**src/rtl/mcycle_sequencer_pkg.sv**
```systemverilog
// mcycle_sequencer_pkg: condition codes, CB prefix and flag positions shared by the
// sequencer and its decoder.
package mcycle_sequencer_pkg;
    typedef enum logic [1:0] {NZ, Z, NC, C} cc_t;
    localparam logic [7:0] CB_PREFIX = 8'hCB;
    localparam int FLAG_Z = 3;
    localparam int FLAG_C = 0;
    function automatic logic cc_met(input cc_t cc, input logic [3:0] flags);
        return cc == NZ ? !flags[FLAG_Z] :
               cc == Z  ?  flags[FLAG_Z] :
               cc == NC ? !flags[FLAG_C] : flags[FLAG_C];
    endfunction
endpackage

```
**src/rtl/mcycle_sequencer_irq_prio_enc.sv**
```systemverilog
// irq_prio_enc: lowest-index-wins priority encoder over the interrupt request lines.
module irq_prio_enc #(
    parameter int NUM_IRQ = 5,
    parameter int IDX_W = NUM_IRQ > 1 ? $clog2(NUM_IRQ) : 1
) (
    input  logic [NUM_IRQ-1:0] req,
    output logic [IDX_W-1:0]   idx,
    output logic [NUM_IRQ-1:0] onehot,
    output logic               any
);
    always_comb begin
        idx = '0;
        for (int i = NUM_IRQ - 1; i >= 0; i--)
            if (req[i]) idx = IDX_W'(i);
    end
    // Two's-complement trick isolates the lowest set bit.
    assign onehot = req & (~req + NUM_IRQ'(1));
    assign any    = |req;
endmodule

```
**src/rtl/mcycle_sequencer.sv**
```systemverilog
// mcycle_sequencer: instruction register, M-cycle step counter and control-flow state
// (CB page, interrupt dispatch, HALT) feeding the combinational opcode decoder.
module mcycle_sequencer
    import mcycle_sequencer_pkg::*;
#(
    parameter int         STEP_W     = 3,
    parameter int         NUM_IRQ    = 5,
    parameter logic [7:0] VEC_BASE   = 8'h40,
    parameter int         VEC_STRIDE = 8
) (
    input  logic               clk,
    input  logic               rst_n,
    input  logic               stall,
    input  logic [7:0]         mem_rdata,
    input  logic               done,
    input  logic               is_cond,
    input  logic [STEP_W-1:0]  next_cond,
    input  logic [3:0]         flags,
    input  logic               ime,
    input  logic [NUM_IRQ-1:0] irq_req,
    input  logic               halt_req,
    output logic [7:0]         opcode,
    output logic [STEP_W-1:0]  step,
    output logic               cb_mode,
    output logic               irq_active,
    output logic [7:0]         irq_vector,
    output logic [NUM_IRQ-1:0] irq_ack,
    output logic               halted,
    output logic               seq_err
);
    localparam int IDX_W = NUM_IRQ > 1 ? $clog2(NUM_IRQ) : 1;

    logic [IDX_W-1:0]   irq_idx;
    logic [NUM_IRQ-1:0] irq_onehot;
    logic               irq_any;
    logic [7:0]         opcode_d, vec_d, vec_sel;
    logic [STEP_W-1:0]  step_d;
    logic [NUM_IRQ-1:0] ack_d;
    logic               cb_d, act_d, halt_d, err_d, take_irq;

    irq_prio_enc #(.NUM_IRQ(NUM_IRQ), .IDX_W(IDX_W)) u_prio (
        .req(irq_req), .idx(irq_idx), .onehot(irq_onehot), .any(irq_any)
    );

    assign vec_sel  = 8'(int'(VEC_BASE) + VEC_STRIDE * int'(irq_idx));
    // A CB prefix and its second byte form one instruction; never split them.
    assign take_irq = !irq_active && ime && irq_any && !(opcode == CB_PREFIX && !cb_mode);

    always_comb begin
        opcode_d = opcode;
        step_d   = step;
        cb_d     = cb_mode;
        act_d    = irq_active;
        vec_d    = irq_vector;
        ack_d    = '0;
        halt_d   = halted;
        err_d    = seq_err;
        if (stall || (halted && !irq_any)) begin
        end else if (done || halted) begin
            step_d = '0;
            halt_d = 1'b0;
            if (take_irq) begin
                act_d = 1'b1;
                ack_d = irq_onehot;
                vec_d = vec_sel;
            end else if (halt_req && !halted) begin
                halt_d = 1'b1;
            end else begin
                opcode_d = mem_rdata;
                act_d    = 1'b0;
                cb_d     = opcode == CB_PREFIX && !cb_mode;
            end
        end else if (is_cond) begin
            step_d = cc_met(cc_t'(opcode[4:3]), flags) ? step + 1'b1 : next_cond;
        end else begin
            step_d = step + 1'b1;
            err_d  = seq_err || &step;
        end
    end

    always_ff @(posedge clk or negedge rst_n) begin
        if (!rst_n) begin
            opcode     <= 8'h00;
            step       <= '0;
            cb_mode    <= 1'b0;
            irq_active <= 1'b0;
            irq_vector <= VEC_BASE;
            irq_ack    <= '0;
            halted     <= 1'b0;
            seq_err    <= 1'b0;
        end else begin
            opcode     <= opcode_d;
            step       <= step_d;
            cb_mode    <= cb_d;
            irq_active <= act_d;
            irq_vector <= vec_d;
            irq_ack    <= ack_d;
            halted     <= halt_d;
            seq_err    <= err_d;
        end
    end
endmodule

```
**config.mk**
```make
export PLATFORM = sky130hd
export DESIGN_NAME = mcycle_sequencer
export DESIGN_NICKNAME = d
export VERILOG_FILES = /design/src/rtl/mcycle_sequencer_pkg.sv /design/src/rtl/mcycle_sequencer_irq_prio_enc.sv /design/src/rtl/mcycle_sequencer.sv
export SDC_FILE = /design/constraint.sdc
export NUM_CORES = 1
export LEC_CHECK = 0
export ABC_AREA = 0
export ABC_CLOCK_PERIOD_IN_PS = 1850
export CORE_ASPECT_RATIO = 0.6
export CORE_MARGIN = 2
export CORE_UTILIZATION = 45
export CTS_CLUSTER_DIAMETER = 40
export DETAILED_ROUTE_END_ITERATION = 10
export DONT_BUFFER_PORTS = 1
export PLACE_DENSITY_LB_ADDON = 0.2
export SETUP_SLACK_MARGIN = 0.02
export SLEW_MARGIN = 5
export SYNTH_ARGS = -nofsm -noshare
export SYNTH_HDL_FRONTEND = slang
export SYNTH_HIERARCHICAL = 1
export SYNTH_SLANG_ARGS = --single-unit
```
**constraint.sdc**
```tcl
create_clock -name clk -period 1.85 [get_ports clk]
set_input_delay 0.37 -clock clk [delete_from_list [all_inputs] [get_ports clk]]
set_output_delay 0.37 -clock clk [all_outputs]
set_load 0.01 [all_outputs]
```
==> metrics <==
total track usage 0.158; I/O Buffers 0; Netlist cell types 33; placer congestion estimate 0.757; WHS Path Cells 2; cells resized by post-CTS repair 0; MaxCap Viol Count 0; clock latency on the worst-skew pair 0.26 ns; CTS tree yes; crit path buf inv count 0; Worst EP required 2.00 ns; DIE HEIGHT 43.9 um; Avg WL per Cell 16.1 um; Fmax achieved 0.572 GHz; FF/Latch Area 576 sq um; crit path DAT 1.90 ns; power per cell area 1160 nW/um^2; mapped cell area 1190 sq um; FF+latch count, synth 23; r2r startpoint opcode[1]$_DFFE_PN0P_; Die Area 3100 sq um; initial antenna violation count 0; cells along the critical path and3b_1 > a31o_4 > a211oi_4 > mux2_2; Die W 70.5 um; CP top delay family compound AO/OA/AOI/OAI gates; fraction of layout cells with a size suffix above 1 0.250; Peak VDD IR 0.388 mV; sequential fraction of the synthesis area 0.482; Setup CP Type register to register; FP Rows 14; Leak 0.674 nW; first-pass GRT wire length 3.68 mm; CTS Buf Count 3; Hold Crit Start mem_rdata[2]; root buffer cell clkbuf_8; period utilization 0.946; Layout fillers 220; Mapped Cells 104; setup TNS 0 ns; H-Tree Depth 1; Pre-Repair DR Iteration Count 3; final setup violation count 0; worst min path class input pin to register; Area Overhead vs Synth 11.1%; placed inst area 1270 sq um; GRT overflow 0; max-slew violation count 0; DP HPWL 1.82 mm; Critical Path Source opcode[1]$_DFFE_PN0P_; DRT antenna net count 0; Avg Inst Size Synth 11.5 sq um; reg2reg end irq_vector[5]$_DFFE_PN0P_; core area 2500 sq um; Startpoint Class register; Clock Skew 0.00316 ns; CTS sink cnt 23; warnings from Yosys 6; slowest CP cell dfrtp_1; worst hold slack 0.248 ns; RSZ-0062 raised after global routing no; PnR Total Power 1.54 mW; FF-to-FF path depth 4; vias in the first global route 786; pin count of the biggest net entering global routing 24; final wirelength 2.38 mm; Worst path max stage delay 0.43 ns; clock tree buffer depth 2; I/O pin cnt 55; final std cells w/o fill 148; DRC 0; vias 753; Slew @ Worst Pin 1.03 ns; R2R setup slack 0.10 ns; clk slew on worst S/H paths 0.08 ns; final hold vios 0; Finished Cell Area 1330 sq um; Post-Place Cells 143; Starting Density 0.477; outcome completed; critical path endpoint category register; min cycle time layout 1.75 ns; NumNets Final 146; diode count 0; mean number of vias per cell 5.09; WHS Endpoint opcode[2]$_DFFE_PN0P_; CP max FO 5; drt initial violations 76; multi-input combinational cell area 559 sq um; Slew headroom 0.309
worst max path at each step:
stage | end | slack [ns] | cells after the start
after floorplan | irq_vector[3]$_DFFE_PN0P_ | 0.16 | 4
after global placement | irq_vector[4]$_DFFE_PN0P_ | 0.08 | 6
after detailed placement | irq_vector[5]$_DFFE_PN0P_ | 0.07 | 6
after CTS | irq_vector[5]$_DFFE_PN0P_ | 0.08 | 4
after global routing | irq_vector[5]$_DFFE_PN0P_ | 0.04 | 4
final | irq_vector[5]$_DFFE_PN0P_ | 0.10 | 4
cells in the final DEF (no fill, tap or decap), types with 3 or more instances in the layout:
cell type  Yosys  routed
dfrtp_1       23      23
buf_4          6      11
nand2_1        7       7
mux2_4         7       7
and2_1         6       6
o21ai_0        6       6
conb_1         2       5
inv_1          4       4
mux2i_1        4       4
nor3_1         3       3
nor2_1         3       3
nand3_1        3       3
mux2_2         3       3
clkbuf_8       0       3
sequential cells by signal, indices dropped and copies added, names as in the netlist:
| signal | flops |
|---|---|
| opcode | 8 |
| seq_err | 1 |
| irq_ack | 5 |
| irq_active | 1 |
| step | 3 |
| cb_mode | 1 |
| irq_vector | 3 |
| halted | 1 |
cell type report:
class / count / share of cell area
Sequential cell: 23 / 0.434
Multi-Input combinational cell: 73 / 0.421
Timing Repair Buffer: 12 / 0.0697
Clock buffer: 4 / 0.0339
Tap cell: 32 / 0.0302
Inverter: 4 / 0.0113
what timing repair did:
action | CTS | global route
hold buffers | 1 | 0
hold endpoints to repair | 23 | 0
buffers inserted | 0 | 0
cell families after synthesis:
kind of cell | synth area share
and+or+nand+nor | 0.185
other | 0.00629
AOI/OAI and AO/OA | 0.0963
DFF | 0.482
adders and majority gates | 0.0209
muxes | 0.150
buffers and inverters | 0.0597
metrics by stage:
| stage | utilization | worst slack, ns |
|---|---|---|
| 2_1_floorplan | - | 0.159 |
| 3_3_place_gp | 0.508 | 0.0822 |
| 3_5_place_dp | 0.508 | 0.0723 |
| 4_1_cts | 0.530 | 0.0806 |
| 5_1_grt | 0.530 | 0.0356 |
| 6_report | 0.530 | 0.101 |
metal layers:
| metal | up-vias | global-route usage | part of all wire |
|---|---|---|---|
| met3 | 2 | 0.0744 | 0.10 |
| met1 | 344 | 0.217 | 0.48 |
| met2 | 31 | 0.228 | 0.42 |
| met4 | 0 | 0.0346 | 0.0034 |
| li1 | 376 | - | - |
| met5 | - | 0 | 0 |
cell usage after synthesis:
cell type,number,area (sq um)
a31o_2,1,8.76
inv_1,4,15.0
nand3b_1,2,15.0
a31oi_1,1,6.26
buf_4,6,45.0
and2_1,6,37.5
conb_1,2,7.51
or2b_1,1,7.51
a21o_1,2,15.0
nand2b_4,1,13.8
a31o_4,1,17.5
a21oi_1,2,10.0
nor2b_1,1,6.26
buf_6,1,11.3
nand2_1,7,26.3
nand2b_1,2,12.5
mux2_4,7,105
a211oi_4,1,20.0
o21ai_0,6,30.0
nor3_1,3,15.0
dfrtp_1,23,576
mux2i_1,4,40.0
and3b_1,1,8.76
nor2_2,1,6.26
or3b_1,1,8.76
nand3_1,3,15.0
and4bb_1,1,12.5
o21bai_1,1,7.51
or3_1,2,12.5
ha_1,2,25.0
mux2_2,3,33.8
nor2_1,3,11.3
and3_1,2,12.5
where the power goes:
part	leakage [nW]	internal [mW]	switching [mW]
registers	0.297	0.619	0.0995
clock network	0.0228	0.153	0.152
logic	0.354	0.280	0.233
Note: power is estimated with default switching activity, not from simulation.
